--- src/rtl/xor_pulse_driver_if.sv ---
// Operand and result bus for the XOR pulse driver.
//   in_valid/in_ready : operand-pair handshake (source -> driver)
//   in_a/in_b         : operand bits, latched by the driver on accept
//   res_valid         : one-cycle result strobe (no backpressure)
//   res_bit/res_err   : observed gate result and error flag
interface xor_pulse_driver_if;
  logic in_valid;
  logic in_ready;
  logic in_a;
  logic in_b;
  logic res_valid;
  logic res_bit;
  logic res_err;

  modport master (
    output in_valid, in_a, in_b,
    input  in_ready, res_valid, res_bit, res_err
  );

  modport slave (
    input  in_valid, in_a, in_b,
    output in_ready, res_valid, res_bit, res_err
  );
endinterface

--- src/rtl/xor_pulse_driver.sv ---
// Stimulus/response stage for a toggle-encoded (pulse-logic) XOR gate.
// Each accepted operand pair is turned into edges on a_out / b_out (one
// edge per operand that is 1, a before b), followed by an edge on gate_clk
// after SEP_CYCLES of separation. The gate's toggle-encoded output is then
// observed for RESP_TIMEOUT cycles and one result is reported per operation.
//   clk, rst   : system clock, synchronous active-high reset
//   bus        : operand handshake and result strobe (slave side)
//   a_out      : toggle-encoded pulse to gate input a
//   b_out      : toggle-encoded pulse to gate input b
//   gate_clk   : toggle-encoded clock pulse to the gate
//   gate_out   : toggle-encoded output from the gate
//   busy       : operation in progress (inverse of in_ready)
module xor_pulse_driver #(
  parameter int SEP_CYCLES   = 3,
  parameter int RESP_TIMEOUT = 8
) (
  input  logic                clk,
  input  logic                rst,
  xor_pulse_driver_if.slave   bus,
  output logic                a_out,
  output logic                b_out,
  output logic                gate_clk,
  input  logic                gate_out,
  output logic                busy
);

  localparam int CNT_MAX = (SEP_CYCLES > RESP_TIMEOUT) ? SEP_CYCLES : RESP_TIMEOUT;
  localparam int CNT_W   = $clog2(CNT_MAX + 1);
  localparam logic [CNT_W-1:0] SEP_LD = CNT_W'(SEP_CYCLES - 1);
  localparam logic [CNT_W-1:0] OBS_LD = CNT_W'(RESP_TIMEOUT - 1);
  localparam logic [CNT_W-1:0] CNT_ONE = CNT_W'(1);

  generate
    if (SEP_CYCLES < 1 || RESP_TIMEOUT < 2) begin : g_bad_params
      $error("xor_pulse_driver: SEP_CYCLES must be >= 1 and RESP_TIMEOUT >= 2");
    end
  endgenerate

  // The clock-pulse phase is transient: the gate_clk toggle is fired on the
  // edge that leaves the previous phase, and the FSM lands directly in OBS.
  typedef enum logic [1:0] {IDLE, PH_A, PH_B, OBS} state_t;

  state_t           r_state;
  state_t           w_state_nx;
  logic [CNT_W-1:0] r_cnt;
  logic [CNT_W-1:0] w_cnt_nx;
  logic             r_a;
  logic             r_b;
  logic             r_a_out;
  logic             r_b_out;
  logic             r_gclk;
  logic             r_gprev;
  logic [1:0]       r_ecnt;
  logic             r_stray;
  logic             r_res_valid;
  logic             r_res_bit;
  logic             r_res_err;

  logic w_accept;
  logic w_tog_a;
  logic w_tog_b;
  logic w_tog_g;
  logic w_issue;
  logic w_edge;
  logic w_cnt_edge;
  logic w_stray_edge;

  assign w_accept = (r_state == IDLE) && bus.in_valid;
  assign w_edge   = r_gprev ^ gate_out;
  // Edges count toward the result only strictly inside the window; an edge
  // coinciding with the result edge is charged to the next operation.
  assign w_cnt_edge   = w_edge && (r_state == OBS) && !w_issue;
  assign w_stray_edge = w_edge && !w_cnt_edge;

  always_comb begin
    w_state_nx = r_state;
    w_cnt_nx   = r_cnt;
    w_tog_a    = 1'b0;
    w_tog_b    = 1'b0;
    w_tog_g    = 1'b0;
    w_issue    = 1'b0;
    unique case (r_state)
      IDLE: begin
        if (bus.in_valid) begin
          // Operands are taken straight from the bus on the accept edge;
          // phases with a 0 operand are skipped without delay.
          if (bus.in_a) begin
            w_tog_a = 1'b1; w_state_nx = PH_A; w_cnt_nx = SEP_LD;
          end else if (bus.in_b) begin
            w_tog_b = 1'b1; w_state_nx = PH_B; w_cnt_nx = SEP_LD;
          end else begin
            w_tog_g = 1'b1; w_state_nx = OBS;  w_cnt_nx = OBS_LD;
          end
        end
      end
      PH_A: begin
        if (r_cnt != '0) begin
          w_cnt_nx = r_cnt - CNT_ONE;
        end else if (r_b) begin
          w_tog_b = 1'b1; w_state_nx = PH_B; w_cnt_nx = SEP_LD;
        end else begin
          w_tog_g = 1'b1; w_state_nx = OBS;  w_cnt_nx = OBS_LD;
        end
      end
      PH_B: begin
        if (r_cnt != '0) begin
          w_cnt_nx = r_cnt - CNT_ONE;
        end else begin
          w_tog_g = 1'b1; w_state_nx = OBS; w_cnt_nx = OBS_LD;
        end
      end
      OBS: begin
        if (r_cnt != '0) begin
          w_cnt_nx = r_cnt - CNT_ONE;
        end else begin
          w_issue = 1'b1; w_state_nx = IDLE; w_cnt_nx = '0;
        end
      end
      default: begin
        w_state_nx = IDLE;
        w_cnt_nx   = '0;
      end
    endcase
  end

  // Operand latch and gate_out history: data only, no reset. The history
  // register also loads during reset so reset exit never looks like an edge.
  always_ff @(posedge clk) begin
    r_gprev <= gate_out;
    if (w_accept) begin
      r_a <= bus.in_a;
      r_b <= bus.in_b;
    end
  end

  always_ff @(posedge clk) begin
    if (rst) begin
      r_state     <= IDLE;
      r_cnt       <= '0;
      r_a_out     <= 1'b0;
      r_b_out     <= 1'b0;
      r_gclk      <= 1'b0;
      r_ecnt      <= 2'd0;
      r_stray     <= 1'b0;
      r_res_valid <= 1'b0;
      r_res_bit   <= 1'b0;
      r_res_err   <= 1'b0;
    end else begin
      r_state     <= w_state_nx;
      r_cnt       <= w_cnt_nx;
      r_a_out     <= r_a_out ^ w_tog_a;
      r_b_out     <= r_b_out ^ w_tog_b;
      r_gclk      <= r_gclk ^ w_tog_g;
      r_res_valid <= w_issue;
      if (w_issue) begin
        r_res_bit <= r_ecnt[0];
        r_res_err <= (r_ecnt != {1'b0, r_a ^ r_b}) | r_stray;
        r_ecnt    <= 2'd0;
        r_stray   <= w_stray_edge;
      end else begin
        if (w_cnt_edge && r_ecnt != 2'd3) r_ecnt <= r_ecnt + 2'd1;
        if (w_stray_edge) r_stray <= 1'b1;
      end
    end
  end

  assign a_out         = r_a_out;
  assign b_out         = r_b_out;
  assign gate_clk      = r_gclk;
  assign bus.in_ready  = (r_state == IDLE);
  assign busy          = (r_state != IDLE);
  assign bus.res_valid = r_res_valid;
  assign bus.res_bit   = r_res_bit;
  assign bus.res_err   = r_res_err;

endmodule

--- src/flat_wrapper.sv ---
// flat-port wrapper written by rule: the top's interface ports become plain ports
module xor_pulse_driver_flat 
#(
  parameter int SEP_CYCLES   = 3,
  parameter int RESP_TIMEOUT = 8
)
  (clk, rst, a_out, b_out, gate_clk, gate_out, busy, bus_in_valid, bus_in_a, bus_in_b, bus_in_ready, bus_res_valid, bus_res_bit, bus_res_err);
  xor_pulse_driver_if bus_i ();
  input  logic clk;
  input  logic rst;
  output logic a_out;
  output logic b_out;
  output logic gate_clk;
  input  logic gate_out;
  output logic busy;
  input wire logic [$bits(bus_i.in_valid)-1:0] bus_in_valid;
  input wire logic [$bits(bus_i.in_a)-1:0] bus_in_a;
  input wire logic [$bits(bus_i.in_b)-1:0] bus_in_b;
  output wire logic [$bits(bus_i.in_ready)-1:0] bus_in_ready;
  output wire logic [$bits(bus_i.res_valid)-1:0] bus_res_valid;
  output wire logic [$bits(bus_i.res_bit)-1:0] bus_res_bit;
  output wire logic [$bits(bus_i.res_err)-1:0] bus_res_err;
  assign bus_i.in_valid = bus_in_valid;
  assign bus_i.in_a = bus_in_a;
  assign bus_i.in_b = bus_in_b;
  assign bus_in_ready = bus_i.in_ready;
  assign bus_res_valid = bus_i.res_valid;
  assign bus_res_bit = bus_i.res_bit;
  assign bus_res_err = bus_i.res_err;
  xor_pulse_driver #(.SEP_CYCLES(SEP_CYCLES), .RESP_TIMEOUT(RESP_TIMEOUT)) u_core (.clk(clk), .rst(rst), .bus(bus_i), .a_out(a_out), .b_out(b_out), .gate_clk(gate_clk), .gate_out(gate_out), .busy(busy));
endmodule
--- config.mk ---
export PLATFORM = sky130hd
export DESIGN_NAME = xor_pulse_driver_flat
export DESIGN_NICKNAME = d
export VERILOG_FILES = /design/src/rtl/xor_pulse_driver_if.sv /design/src/rtl/xor_pulse_driver.sv /design/src/flat_wrapper.sv
export SDC_FILE = /design/constraint.sdc
export NUM_CORES = 1
export LEC_CHECK = 0
export ABC_AREA = 1
export BUFFER_PORTS_ARGS = -buffer_cell sky130_fd_sc_hd__buf_2
export CORE_ASPECT_RATIO = 0.75
export CORE_MARGIN = 4
export CORE_UTILIZATION = 40
export DETAILED_ROUTE_END_ITERATION = 12
export MAX_ROUTING_LAYER = met4
export SLEW_MARGIN = 20
export SYNTH_ARGS = -nofsm -noshare
export SYNTH_HDL_FRONTEND = slang
export SYNTH_SLANG_ARGS = --single-unit
--- constraint.sdc ---
create_clock -name clk -period 2.7 [get_ports clk]
set_input_delay 0.405 -clock clk [delete_from_list [all_inputs] [get_ports clk]]
set_output_delay 0.405 -clock clk [all_outputs]
set_load 0.01 [all_outputs]
* Yosys cells after proc, flatten, opt, wreduce, memory -nomap -nowiden *
Index checks and enable logic that the tools add are counted.

cells by class
  eq/ne operators = 9
  bitwise gates (word level) = 6
  reductions and logical operators = 13
  mux-type cells = 35
  add/subtract/negate cells = 2

operator list
  kind                 number
  $mux 4               5
  $mux 1               19
  $pmux 4 s4           1
  $mux 2               5
  $ne 2x2->1 const B   5
  $pmux 2 s4           1
  $mux 3               2
  $logic_and 1x1->1    5
  $xor 1x1->1          5
  $eq 2x2->1 const B   2
  $reduce_and 4->1     1
  $reduce_bool 2->1    2
  $reduce_bool 4->1    1
  $sub 4x1->4 const B  1
  $pmux 1 s3           1
  $add 2x1->2 const B  1
  $eq 2x1->1 const B   1
  $logic_not 1->1      2
  $logic_not 2->1      1
  $ne 2x1->1           1
  $pmux 1 s2           1
  $reduce_or 2->1      1
  $or 1x1->1           1

storage, ports and cells
  register bits = 18
  bits of input ports = 6
  output and inout bits = 8

* Depth between registers and ports, before layout *
  word-level depth = 9
  gate-level depth with buffers = 9
  mapped depth without buffers = 9

* Least setup slack after synthesis *
OpenSTA, ideal clock, no wires.

  path kind = register to register
  start point = register u_core.r_state[0]
  end point = register u_core.r_state[0]
  data arrival time = 1.196 ns
  library setup time = 0.118 ns
  clock period less this slack = 1.314 ns
  cell stages (with the launch flop) = 9
  path buffers = 0
  slack = 1.386 ns
  path through = dfxtp_1 inv_1 ha_1 inv_2 nor2_4 inv_2 nand2_1 o21ai_1 a21oi_1

between the ends
  word-level cells in the longest chain between the ends = 3
  elaborated cells on any way between the ends = 10

ends and longest elaborated chain
  what                               line                     RTL
  start: declaration                 xor_pulse_driver.sv:43   state_t r_state;
  start signal: assignment           xor_pulse_driver.sv:149  r_state <= w_state_nx;
  $logic_not 2->1 *                  n/a
  named net bus_in_ready             flat_wrapper.sv:19       output wire logic [$bits(bus_i.in_ready)-1:0] bus_in_ready;
  $ne 2x2->1 (no source line)        n/a
  $reduce_and 4->1 (no source line)  n/a

The timed path passes the listed nets; every way through them passes the cells marked *.
A chain may end at the register's enable or synchronous reset.

* Worst setup path after layout *
  start point = register u_core.r_state[0]
  end point = output busy

between the ends
  word-level cells in the longest chain between the ends = 1

ends and longest elaborated chain
  what               line                     RTL
  $reduce_bool 2->1  xor_pulse_driver.sv:171  assign busy = (r_state != IDLE);
  end: declaration   flat_wrapper.sv:15       output logic busy;

No other way between the ends.

==> results.py <==
metrics = {
    "outcome": {
        "outcome": "completed",
    },
    "cells_and_area": {
        "top_regs": "u_core.r_cnt: 4 flops, u_core.r_ecnt: 2 flops, u_core.r_state: 2 flops",
        "drive_gt1_frac": 0.279,
        "layout.cells.non_filler": 168,
        "n_antenna_cell": 0,
        "multiInputGateArea_um2": 498,
        "nNetsFinal": 148,
        "syn2layout_area_growth_pct": 13.9,
        "register_area_um2": 380,
        "largest_reg_flops": 4,
        "regMostFlops": "u_core.r_cnt",
        "n_fill_cell": 209,
    },
    "clock_tree": {
        "cts_buffers": 3,
        "post_cts_buffers": 0,
        "ctsHoldBuffers": 0,
        "htreeDepth": 1,
        "clk_pin_slew_ps": 100,
        "cts.sinks": 18,
        "cts-root-buf": "clkbuf_4",
        "cts_resized": 0,
        "cts_buffer_depth": 2,
        "clock_latency_ps": 290,
        "cts_tree": "done",
    },
    "synth": {
        "postSynthCellCount": 119,
        "synth_enable_flop_cells": 2,
        "async_flop_share": 0,
        "synthTopCellsByArea": "dfxtp_1 34%, nand2_1 8.8%, ha_1 6.6%, edfxtp_1 6.4%, a21oi_1 5.3%",
        "synth_ff_type": "dfxtp_1",
        "synthesis.area_um2": 942,
        "avgSynthCellArea_um2": 7.92,
        "synthMostInstantiatedCell": "nand2_1",
        "yosysSeqAreaShare": 0.404,
        "synth_top_area_cell": "dfxtp_1",
        "synth_seq_cells": 18,
        "synth_common_cells": "22 x nand2_1, 16 x dfxtp_1, 12 x inv_1, 10 x a21oi_1, 9 x nor2_1",
        "synth_top_area_share": 0.340,
        "synth_nets": 130,
        "yosysUniqueCellTypes": 22,
        "yosys_warnings": 0,
    },
    "critical_path": {
        "crit_type": "reg -> out",
        "critPathCaptureType": "output port",
        "cp_data_arrival_time_ps": 1350,
        "slowest_stage": "dfxtp_1",
        "critical_path.cell_chain": "inv_1 -> ha_1 -> inv_2 -> buf_2",
        "max_stage_delay_ps": 380,
        "path_max_fanout": 7,
        "crit_buf_inv": 3,
        "path_delay_family": "buffers and inverters",
        "critPathRequiredTime_ps": 2300,
        "worstSetupStartpointType": "flip-flop",
        "rr_worst_depth": 8,
        "cp.depth": 4,
    },
    "hold_path": {
        "hold-path-cell-count": 1,
        "holdCritPathClass": "in -> reg",
    },
    "routing": {
        "first_pass_iters": 4,
        "wl_um": 1750,
        "vias": 772,
        "wl_per_cell_um": 10.4,
        "ant_nets": 0,
        "drt_iter0_markers": 18,
        "drc": 0,
        "vias_per_cell": 4.60,
    },
    "pwr": {
        "leakage_nw": 0.505,
        "powerDensity_nw_per_um2": 929,
        "peakVddDrop_mv": 0.423,
    },
    "placed_design": {
        "dp.cells": 164,
        "dp_hpwl_um": 1450,
        "gp_congestion": 0.890,
        "io_buffers": 13,
        "pre_cts_ws_ps": 1280,
    },
    "timing": {
        "rsz0062_at_grt": "no",
        "fin_crit_ps": 1760,
        "setup_tns_ps": 0,
        "maxSlewHeadroom": 0.816,
        "post-route-period-util": 0.651,
        "slew_viol_final": 0,
        "worstMarginPinSlew_ps": 275,
        "finalSetupViolCount": 0,
        "fmax_mhz": 569,
        "layout_setup_ws_ps": 943,
        "final_hold_viol_count": 0,
        "finClkSkew_ps": 3.51,
    },
    "floorplanning": {
        "start_util": 0.445,
        "design.core.area_um2": 2120,
        "rows": 14,
        "die_h_um": 50.0,
        "ios": 14,
        "die_width_um": 64.0,
        "die_area_um2": 3200,
    },
    "global_route": {
        "grt_max_degree": 11,
        "gr-max-usage-layer": "met2",
        "grt_pass1_vias": 718,
        "use_met1": 0.170,
        "grt.overflow.total": 0,
        "gr-usage-all-layers": 0.129,
        "met3_usage": 0.0500,
        "grt_use_met2": 0.184,
        "grt_first_pass_wirelength_um": 3140,
        "antenna_found_initial": 0,
    },
    "job": {
        "max-cap-violations": 0,
    },
}
==> metal layers <==
metal / share of wire / wire length, um
met2: 0.40 / 694
met1: 0.53 / 918
met3: 0.069 / 121
met5: 0 / 0
met4: 0.0074 / 13
==> cells by family after synthesis <==
group,Yosys count,synth area share
AO/OA/AOI/OAI,24,0.146
buffers and inverters,17,0.0677
AND/OR/NAND/NOR,50,0.270
flip-flops,18,0.404
adder cells (fa/ha/maj),5,0.0664
XOR/XNOR,5,0.0465
==> through the flow <==
stage / utilization / total power [mW] / instance area (um^2) / hold WS [ps]
after CTS: 0.506 / 1.01 / 1070 / 213
after detailed placement: 0.494 / 0.872 / 1050 / 450
after floorplan: - / 0.754 / 942 / 433
final: 0.506 / 0.998 / 1070 / 231
after global placement: 0.494 / 0.866 / 1050 / 425
after global routing: 0.506 / 1.10 / 1070 / 209
==> worst reg2reg max path, stage by stage, from the launching register on <==
cell	delay [ps]
dfxtp_1	380
inv_1	90
ha_1	270
inv_2	170
nor2_4	50
inv_2	70
nand2_1	110
o21ai_1	150
a21oi_1	50
==> final cells by class <==
cell class	count	area share
Multi-Input combinational cell	84	0.464
Clock inverter	1	0.00350
Inverter	17	0.0594
Timing Repair Buffer	13	0.0606
Tap cell	32	0.0373
Clock buffer	3	0.0210
Sequential cell	18	0.354
==> cell usage in the layout (no fill, tap or decap), drive strengths merged <==
cell | synthesis | layout
inv | 17 | 17
xnor2 | 1 | 1
o21ai | 11 | 11
nor2 | 17 | 17
edfxtp | 2 | 2
dfxtp | 16 | 16
a22o | 1 | 1
nand2 | 27 | 27
and2 | 1 | 1
clkinv | 0 | 1
nand3 | 5 | 5
a21oi | 11 | 11
ha | 5 | 5
clkbuf | 0 | 3
xor2 | 4 | 4
o22ai | 1 | 1
buf | 0 | 13
==> final timing paths <==
kind                       from                  to  slack (ps)
max           u_core.r_state[0]                busy         940
min                    gate_out      u_core.r_gprev         230
max reg2reg   u_core.r_state[0]   u_core.r_state[0]        1260
min reg2reg  u_core.bus.res_bit  u_core.bus.res_bit         460
==> power breakdown <==
| part | internal [mW] | leakage, nW | switching (mW) | total (mW) |
|---|---|---|---|---|
| Combinational | 0.177 | 0.339 | 0.300 | 0.477 |
| Clock | 0.0537 | 0.0154 | 0.0820 | 0.136 |
| Sequential | 0.333 | 0.150 | 0.0512 | 0.384 |
| Total | 0.564 | 0.505 | 0.433 | 0.998 |
(Power assumes the default switching activity.)
